==> src/rtl/fp_pkg.sv <==
// rtl/fp_pkg.sv - shared single-precision field layout, constants and divider state encoding
package fp_pkg;

  localparam int EXP_W     = 8;
  localparam int FRAC_W    = 23;
  localparam int EXP_BIAS  = 127;
  localparam int DIV_ITERS = 26;

  localparam logic [31:0]      QNAN    = 32'h7FC00000;
  localparam logic [EXP_W-1:0] EXP_MAX = 8'hFF;

  typedef enum logic [1:0] {IDLE, PRE, DIV, RND} state_t;

  function automatic logic [31:0] fp_inf(input logic s);
    return {s, EXP_MAX, {FRAC_W{1'b0}}};
  endfunction

  function automatic logic [31:0] fp_zero(input logic s);
    return {s, 31'b0};
  endfunction

endpackage

==> src/rtl/fp_classify.sv <==
// rtl/fp_classify.sv - zero/infinity/NaN classification of one operand (subnormals count as zero)
module fp_classify
  import fp_pkg::*;
(
  input  logic [EXP_W-1:0]  exponent,
  input  logic [FRAC_W-1:0] fraction,
  output logic              is_zero,
  output logic              is_inf,
  output logic              is_nan
);

  assign is_zero = (exponent == '0);
  assign is_inf  = (exponent == EXP_MAX) && (fraction == '0);
  assign is_nan  = (exponent == EXP_MAX) && (fraction != '0);

endmodule

==> src/rtl/div_seq.sv <==
// rtl/div_seq.sv - sequential single-precision divider, restoring radix-2, round-to-nearest-even
module div_seq
  import fp_pkg::*;
(
  input  logic        clk,
  input  logic        rst_n,
  input  logic        start,
  input  logic [31:0] a,
  input  logic [31:0] b,
  output logic [31:0] m,
  output logic        busy,
  output logic        done,
  output logic        overflow,
  output logic        underflow,
  output logic        divzero
);

  state_t             state;
  logic [31:0]        a_r, b_r;
  logic [24:0]        rem;
  logic [23:0]        dvs;
  logic [25:0]        quo;
  logic signed [9:0]  e_r;
  logic [4:0]         cnt;

  logic a_zero, a_inf, a_nan, b_zero, b_inf, b_nan;
  logic sign;

  fp_classify u_cls_a (
    .exponent (a_r[30:23]),
    .fraction (a_r[22:0]),
    .is_zero  (a_zero),
    .is_inf   (a_inf),
    .is_nan   (a_nan)
  );

  fp_classify u_cls_b (
    .exponent (b_r[30:23]),
    .fraction (b_r[22:0]),
    .is_zero  (b_zero),
    .is_inf   (b_inf),
    .is_nan   (b_nan)
  );

  assign sign = a_r[31] ^ b_r[31];

  logic        sp_hit, sp_dz;
  logic [31:0] sp_val;
  logic signed [9:0] e_pre;

  always_comb begin
    sp_hit = 1'b1;
    sp_dz  = 1'b0;
    sp_val = QNAN;
    if (a_nan || b_nan)                         sp_val = QNAN;
    else if ((a_zero && b_zero) || (a_inf && b_inf)) sp_val = QNAN;
    else if (a_inf)                             sp_val = fp_inf(sign);
    else if (b_inf || a_zero)                   sp_val = fp_zero(sign);
    else if (b_zero) begin
      sp_val = fp_inf(sign);
      sp_dz  = 1'b1;
    end else                                    sp_hit = 1'b0;
    e_pre = $signed({2'b00, a_r[30:23]}) - $signed({2'b00, b_r[30:23]}) + 10'(EXP_BIAS);
  end

  // One restoring step: the remainder stays below 2*divisor, so 25 bits never overflow.
  logic        ge;
  logic [24:0] rem_sub, rem_next;

  always_comb begin
    ge       = (rem >= {1'b0, dvs});
    rem_sub  = ge ? (rem - {1'b0, dvs}) : rem;
    rem_next = {rem_sub[23:0], 1'b0};
  end

  logic              norm, guard, sticky, rnd_up;
  logic [23:0]       sig_pre;
  logic [24:0]       sig_sum;
  logic [22:0]       frac_fin;
  logic signed [9:0] e_norm, e_fin;

  // A round-up carry to 2^24 leaves zeros below, so shifting right by one renormalises it.
  always_comb begin
    norm     = quo[25];
    sig_pre  = norm ? quo[25:2] : quo[24:1];
    guard    = norm ? quo[1] : quo[0];
    sticky   = (norm & quo[0]) | (rem != '0);
    e_norm   = norm ? e_r : (e_r - 10'sd1);
    rnd_up   = guard & (sticky | sig_pre[0]);
    sig_sum  = {1'b0, sig_pre} + {24'b0, rnd_up};
    frac_fin = sig_sum[24] ? sig_sum[23:1] : sig_sum[22:0];
    e_fin    = sig_sum[24] ? (e_norm + 10'sd1) : e_norm;
  end

  always_ff @(posedge clk or negedge rst_n) begin
    if (!rst_n) begin
      state     <= IDLE;
      a_r       <= '0;
      b_r       <= '0;
      rem       <= '0;
      dvs       <= '0;
      quo       <= '0;
      e_r       <= '0;
      cnt       <= '0;
      m         <= '0;
      busy      <= 1'b0;
      done      <= 1'b0;
      overflow  <= 1'b0;
      underflow <= 1'b0;
      divzero   <= 1'b0;
    end else begin
      done <= 1'b0;
      case (state)
        IDLE: begin
          if (start) begin
            a_r       <= a;
            b_r       <= b;
            busy      <= 1'b1;
            overflow  <= 1'b0;
            underflow <= 1'b0;
            divzero   <= 1'b0;
            state     <= PRE;
          end
        end
        PRE: begin
          if (sp_hit) begin
            m       <= sp_val;
            divzero <= sp_dz;
            done    <= 1'b1;
            busy    <= 1'b0;
            state   <= IDLE;
          end else begin
            rem   <= {2'b01, a_r[22:0]};
            dvs   <= {1'b1, b_r[22:0]};
            e_r   <= e_pre;
            quo   <= '0;
            cnt   <= '0;
            state <= DIV;
          end
        end
        DIV: begin
          quo <= {quo[24:0], ge};
          rem <= rem_next;
          cnt <= cnt + 5'd1;
          if (cnt == 5'(DIV_ITERS - 1)) state <= RND;
        end
        RND: begin
          if (e_fin >= 10'sd255) begin
            m        <= fp_inf(sign);
            overflow <= 1'b1;
          end else if (e_fin <= 10'sd0) begin
            m         <= fp_zero(sign);
            underflow <= 1'b1;
          end else begin
            m <= {sign, e_fin[7:0], frac_fin};
          end
          done  <= 1'b1;
          busy  <= 1'b0;
          state <= IDLE;
        end
        default: state <= IDLE;
      endcase
    end
  end

endmodule

==> config.mk <==
export PLATFORM = sky130hd
export DESIGN_NAME = div_seq
export DESIGN_NICKNAME = d
export VERILOG_FILES = /design/src/rtl/fp_pkg.sv /design/src/rtl/fp_classify.sv /design/src/rtl/div_seq.sv
export SDC_FILE = /design/constraint.sdc
export NUM_CORES = 1
export LEC_CHECK = 0
export CORE_ASPECT_RATIO = 0.9
export CORE_MARGIN = 4
export CORE_UTILIZATION = 40
export CTS_BUF_LIST = sky130_fd_sc_hd__clkbuf_8
export CTS_CLUSTER_DIAMETER = 80
export CTS_CLUSTER_SIZE = 8
export DETAILED_ROUTE_END_ITERATION = 8
export PLACE_DENSITY_LB_ADDON = 0.12
export SYNTH_ARGS = -nofsm -noshare
export SYNTH_HDL_FRONTEND = slang
export SYNTH_SLANG_ARGS = --single-unit
==> constraint.sdc <==
create_clock -name clk -period 4.1 [get_ports clk]
set_clock_uncertainty 0.15 [all_clocks]
set_input_delay 0.82 -clock clk [delete_from_list [all_inputs] [get_ports clk]]
set_output_delay 0.82 -clock clk [all_outputs]
set_load 0.01 [all_outputs]
* After elaboration in Yosys (flattened, before gate mapping)
Cells that the tools add are included.
** Operators by class
- $add $sub $neg :: 7
- $mul :: 0
- Div/mod/pow operators :: 0
- Order comparisons :: 3
- Equality and inequality tests :: 13
- Shift-type cells :: 0
- Muxes and demuxes :: 47
- Bitwise logic cells :: 6
- Reduce and logical (&&, ||, !) cells :: 31
** Operator list (count)
- two-way mux 32 bit :: 6
- case mux 32 bit (2 select lines) :: 1
- two-way mux 31 bit :: 2
- case mux 26 bit (2 select lines) :: 1
- case mux 25 bit (2 select lines) :: 1
- two-way mux 24 bit :: 2
- zero test 23 bit :: 2
- nonzero test 23 bit :: 2
- two-way mux 26 bit :: 1
- adder 24 x 1 -> 25 bit :: 1
- >= comparator 25 x 24 -> 1 bit :: 1
- two-way mux 25 bit :: 1
- nonzero test 25 bit :: 1
- subtractor 24 bit :: 1
- two-way mux 23 bit :: 1
- two-way mux 10 bit :: 2
- two-way mux 1 bit :: 18
- equality test 8 bit, second input constant :: 2
- zero test 8 bit :: 2
- inequality test 2 bit, second input constant :: 7
- adder 10 x 2 -> 10 bit, second input constant :: 1
- adder 9 x 8 -> 10 bit, second input constant :: 1
- >= comparator 10 x 9 -> 1 bit, second input constant :: 1
- less-or-equal comparator 10 x 1 -> 1 bit, second input constant :: 1
- 24 further kinds :: 48
** Storage, ports and cells
- Flip-flop bits (word level) :: 193
- Latch bits :: 0
- RAM bits :: 0
- ROM bits :: 0
- Input port bits :: 67
- Logic and storage cells :: 121
- Memories kept :: 0

* Logic depth before layout (Yosys ltp)
- Depth after elaboration :: 10
- Gate-level depth with buffers :: 19
- Depth with buffers taken out :: 13

* By module
From an unflattened synthesis, not the netlist that was laid out.
** Unflattened totals
- Cells, all modules :: 1339
- Area, all modules :: 11715.0 um^2
** By module, submodules not included
- div_seq :: instances 1, cells each 1307, area each 11517.3 um^2, sequential area each 4829.6 um^2
- fp_classify :: instances 2, cells each 16, area each 98.8 um^2, sequential area each 0.0 um^2

* Least setup slack after synthesis
No wires, ideal clock.
- Kind :: register to register
- Start :: reg quo[25]
- End :: reg m[22]
- Setup time :: 0.123 ns
- Data arrival time :: 3.910 ns
- Path slack :: -0.084 ns
- Stages on the path, launching flop included :: 20
- Path buffers :: 7
- Clock period less this slack :: 4.184 ns
- Cell sequence :: dfrtp_1 > buf_6 > buf_8 > buf_6 > buf_8 > clkbuf_1 > clkbuf_1 > mux2i_1 > nor2b_1 > ha_1 > nand2_1 > a2111oi_4 > nand4_4 > nor3_2 > xnor2_1 > or3_4 > o31ai_4 > or2_4 > buf_8 > o21ai_2
** On the way
- Word-level cells in the longest chain between the ends :: 10
- Elaborated cells between the ends (all ways) :: 16
** Ends and longest elaborated chain
- from (decl) :: line div_seq.sv:22 : logic [25:0] quo;
- from (signal assigned) :: line div_seq.sv:142 : quo <= {quo[24:0], ge};
- AND 1 bit :: line div_seq.sv:87 : sticky = (norm & quo[0]) | (rem != '0);
- bitwise OR 1 bit :: line div_seq.sv:87
- bitwise OR 1 bit :: line div_seq.sv:89 : rnd_up = guard & (sticky | sig_pre[0]);
- AND 1 bit :: line div_seq.sv:89
- adder 24 x 1 -> 25 bit :: line div_seq.sv:90 : sig_sum = {1'b0, sig_pre} + {24'b0, rnd_up};
- two-way mux 10 bit :: line div_seq.sv:92 : e_fin = sig_sum[24] ? (e_norm + 10'sd1) : e_norm;
- less-or-equal comparator 10 x 1 -> 1 bit :: line div_seq.sv:151 : end else if (e_fin <= 10'sd0) begin
- two-way mux 31 bit :: line div_seq.sv:151
- two-way mux 31 bit (*) :: line div_seq.sv:148 : if (e_fin >= 10'sd255) begin
- case mux 32 bit (2 select lines) (*) :: line div_seq.sv:113 : case (state)
- to (signal assigned) :: line div_seq.sv:149 : m <= fp_inf(sign);
- to (signal assigned) :: line div_seq.sv:152 : m <= fp_zero(sign);
- to (signal assigned) :: line div_seq.sv:155 : m <= {sign, e_fin[7:0], frac_fin};
- to (decl) :: line div_seq.sv:10 : output logic [31:0] m,
Mark *: on every way between the ends. The rest lies on a longest branch, timed or not.
A chain may end at the register's enable or synchronous reset.

* Worst setup path in the final report
- Start :: reg e_r[0]
- End :: reg m[20]
** On the way
- Word-level cells in the longest chain between the ends :: 8
- Elaborated cells between the ends (all ways) :: 9
** Ends and longest elaborated chain
- from (decl) :: line div_seq.sv:23 : logic signed [9:0] e_r;
- from (signal assigned) :: line div_seq.sv:135 : e_r <= e_pre;
- subtractor 10 x 2 -> 10 bit :: line div_seq.sv:88 : e_norm = norm ? e_r : (e_r - 10'sd1);
- two-way mux 10 bit (*) :: line div_seq.sv:88
- adder 10 x 2 -> 10 bit :: line div_seq.sv:92
- two-way mux 10 bit (*) :: line div_seq.sv:92
- less-or-equal comparator 10 x 1 -> 1 bit :: line div_seq.sv:151
- two-way mux 31 bit :: line div_seq.sv:151
- two-way mux 31 bit (*) :: line div_seq.sv:148
- case mux 32 bit (2 select lines) (*) :: line div_seq.sv:113
Marks and branches as above.

==> flow_summary.yaml <==
clock_tree:
  post_cts_buffers: 0
  cts_buffers: 17
  cts.sinks: 193
  clkSlewWorstSetupHoldPaths_ps: 110
  clkLatencyLatePin_ps: 490
  cts_hold_buf: 0
  ctsRootBufferMaster: "clkbuf_8"
  cts_max_level: 4
  cts_buffer_depth: 2
  tritoncts: "done"
  cts_resized: 0
cells_and_area:
  layout.nets: 1418
  antennaDiodeCount: 0
  drive_above_1_share: 0.1217
  final_util: 0.4647
  area_growth_pct: 14.79
detailed_routing:
  wl_per_cell_um: 16.73
  drt_iter0_markers: 559
  viasPerCell: 5.355
  vias: 9045
  drt_pass1_iterations: 5
  drtAntennaViolNets: 0
  finalWirelength_um: 28260
  drc_errors: 0
yosys:
  synth_cells: 1245
  synth_top_cell_area_share: 0.4144
  postSynthRegisterBits: 193
  ys_seq_area_frac: 0.4144
  synthTopCellsByArea: "dfrtp_1 41%, mux2_2 7.4%, nand2_1 5.8%, ha_1 4.1%, o21ai_0 3.9%"
  synth_area_mm2: 0.01165
  yosysTopAreaCell: "dfrtp_1"
  syn_area_per_cell_um2: 9.361
  synth_flop_cell: "dfrtp_1"
  postSynth.asyncResetShare: 1.000
  syn_nets: 1352
  yosys.cell_types.count: 81
  synth-edff-count: 0
  yosys_warnings: 0
min_path:
  hold_class: "primary input to asynchronous set/reset pin"
pwr:
  finalPower_mw: 11.21
  p_int_mw: 6.124
  clockPowerShare: 0.114
  p_leak_nw: 5.465
  ir_worst_vdd_uv: 405.5
  seqPwrFrac: 0.323
  swShare: 0.4536
  power_switching_mw: 5.084
  combPwrFrac: 0.563
  cellPowerDensity_mw_per_mm2: 837.7
floorplanning:
  rows: 59
  die_w_um: 187.9
  placeableCoreArea_mm2: 0.02879
  die_h_um: 169.9
  io_pins: 104
  dieArea_mm2: 0.03194
  initial_utilization: 0.4048
global_route:
  grt_pass1_wl_um: 47620
  grt_pass1_vias: 9029
  grtUsageTotal: 0.1812
  grt-ovfl-total: 0
  grt_max_degree: 97
  antenna_found_initial: 0
place:
  gp_congestion: 0.8855
  portBuffers: 103
  dp_hpwl_um: 20900
  pre_cts_ws_ps: 363.0
sta:
  finalSetupTns_ps: 0
  rsz0062_at_grt: "false"
  setup_ws_ps: 302.2
  slew_headroom: 0.4323
  setup_viol_count_final: 0
  min_period_over_period: 0.9263
  finalHoldViolCount: 0
  tightest_slew_ps: 851.5
  period_needed_ps: 3798
  drv_slew: 0
  clock.fmax_mhz: 263.3
worst_setup_path:
  crit_arrival_ps: 4000
  crit_slowest_cell: "dfrtp_1"
  endpoint_kind: "flip-flop"
  crit_path_max_incr_delay_ps: 560
  crit_fanout: 13
  required_ps: 4300
  path_buf_inv: 1
  worst_setup_path_start_kind: "flip-flop"
  critPathTopFamily: "compound AO/OA/AOI/OAI gates"
  worst-setup-path-type: "flip-flop to flip-flop"
  cp_cell_sequence: "inv_1 > ha_1 > mux2i_1 > ha_1 > nand2_1 > mux2i_1 > a21oi_1 > o21ai_0 > a2bb2oi_1 > o41a_1 > o31ai_4 > or2_4 > o21ai_1"
status:
  status: "finished clean"
flow_run:
  cap_violations: 0
cells by family (layout without fill, tap and decap cells):
family	count (synthesis)	after routing	synth area share
xor gates and xnor gates	72	72	0.05475
and+or+nand+nor	424	424	0.1780
DFF	193	193	0.4144
adders and majority gates	40	40	0.04423
buffers and inverters	127	205	0.04745
muxes	115	115	0.1072
AOI/OAI and AO/OA	274	274	0.1539
cells in the final DEF, fill, tap and decap left out, drive strengths merged, types with 38 or more instances in the layout:
| master | instances |
|---|---|
| dfrtp | 193 |
| xnor2 | 46 |
| nand2 | 180 |
| ha | 38 |
| inv | 60 |
| clkdlybuf4s50 | 102 |
| a21oi | 51 |
| mux2 | 79 |
| o21ai | 117 |
| nor2 | 77 |
synthesized netlist by cell type (20+ instances only):
master	instances
a21o_1	20
a21oi_1	51
clkbuf_1	53
dfrtp_1	193
ha_1	38
inv_1	55
mux2_2	77
mux2i_1	36
nand2_1	180
nand3_1	33
nor2_1	76
nor4_1	23
o21ai_0	91
xnor2_1	46
xor2_1	25
worst paths after layout:
path,slack (ps),cells past startpoint,startpoint,to
setup / recovery,300,13,e_r[0]$_DFFE_PN0P_,m[20]$_DFFE_PN0P_
hold / removal,230,1,rst_n,done$_DFF_PN0_
setup reg to reg,300,13,e_r[0]$_DFFE_PN0P_,m[20]$_DFFE_PN0P_
hold reg to reg,340,2,m[14]$_DFFE_PN0P_,m[14]$_DFFE_PN0P_
max in group asynchronous,2720,2,rst_n,rem[13]$_DFFE_PN0P_
min in group clk,340,2,m[14]$_DFFE_PN0P_,m[14]$_DFFE_PN0P_
flip-flops by register name, summed over array words and instances, names as in the netlist, named ones only:
signal,count
quo,26
cnt,5
divzero,1
e_r,10
busy,1
a_r,32
rem,25
b_r,32
m,32
overflow,1
dvs,24
done,1
state,1
underflow,1
power by group through the flow:
stage	registers, mW	logic, mW	clock network (mW)
after floorplan	3.29	4.95	0
after global placement	3.66	6.27	0
after detailed placement	3.68	6.31	0
after CTS	3.63	6.35	1.32
after global routing	3.78	7.08	1.40
final	3.62	6.31	1.28
stage by stage:
stage	hold WS, ps	instance area, um^2	std cells
2_1_floorplan	267.5	11660	1245
3_3_place_gp	279.7	12990	1658
3_5_place_dp	317.1	12990	1658
4_1_cts	288.8	13380	1689
5_1_grt	279.5	13380	1689
6_report	229.7	13380	1689
area by class of cell:
class	count	area [um^2]
Inverter	55	206.4
Timing Repair Buffer	119	1205
Sequential cell	193	4831
Clock buffer	17	234.0
Tap cell	366	457.9
Multi-Input combinational cell	925	6292
Clock inverter	14	152.6
Fill cell	2806	15410
metal layers:
layer | vias up | global-route usage | routed length [um]
met5 | - | 0 | 0
met1 | 4353 | 0.2594 | 14230
met2 | 140 | 0.2923 | 12860
met3 | 17 | 0.02830 | 842
met4 | 0 | 0.04148 | 321
li1 | 4535 | - | -
Power figures use the tool's default switching activity.
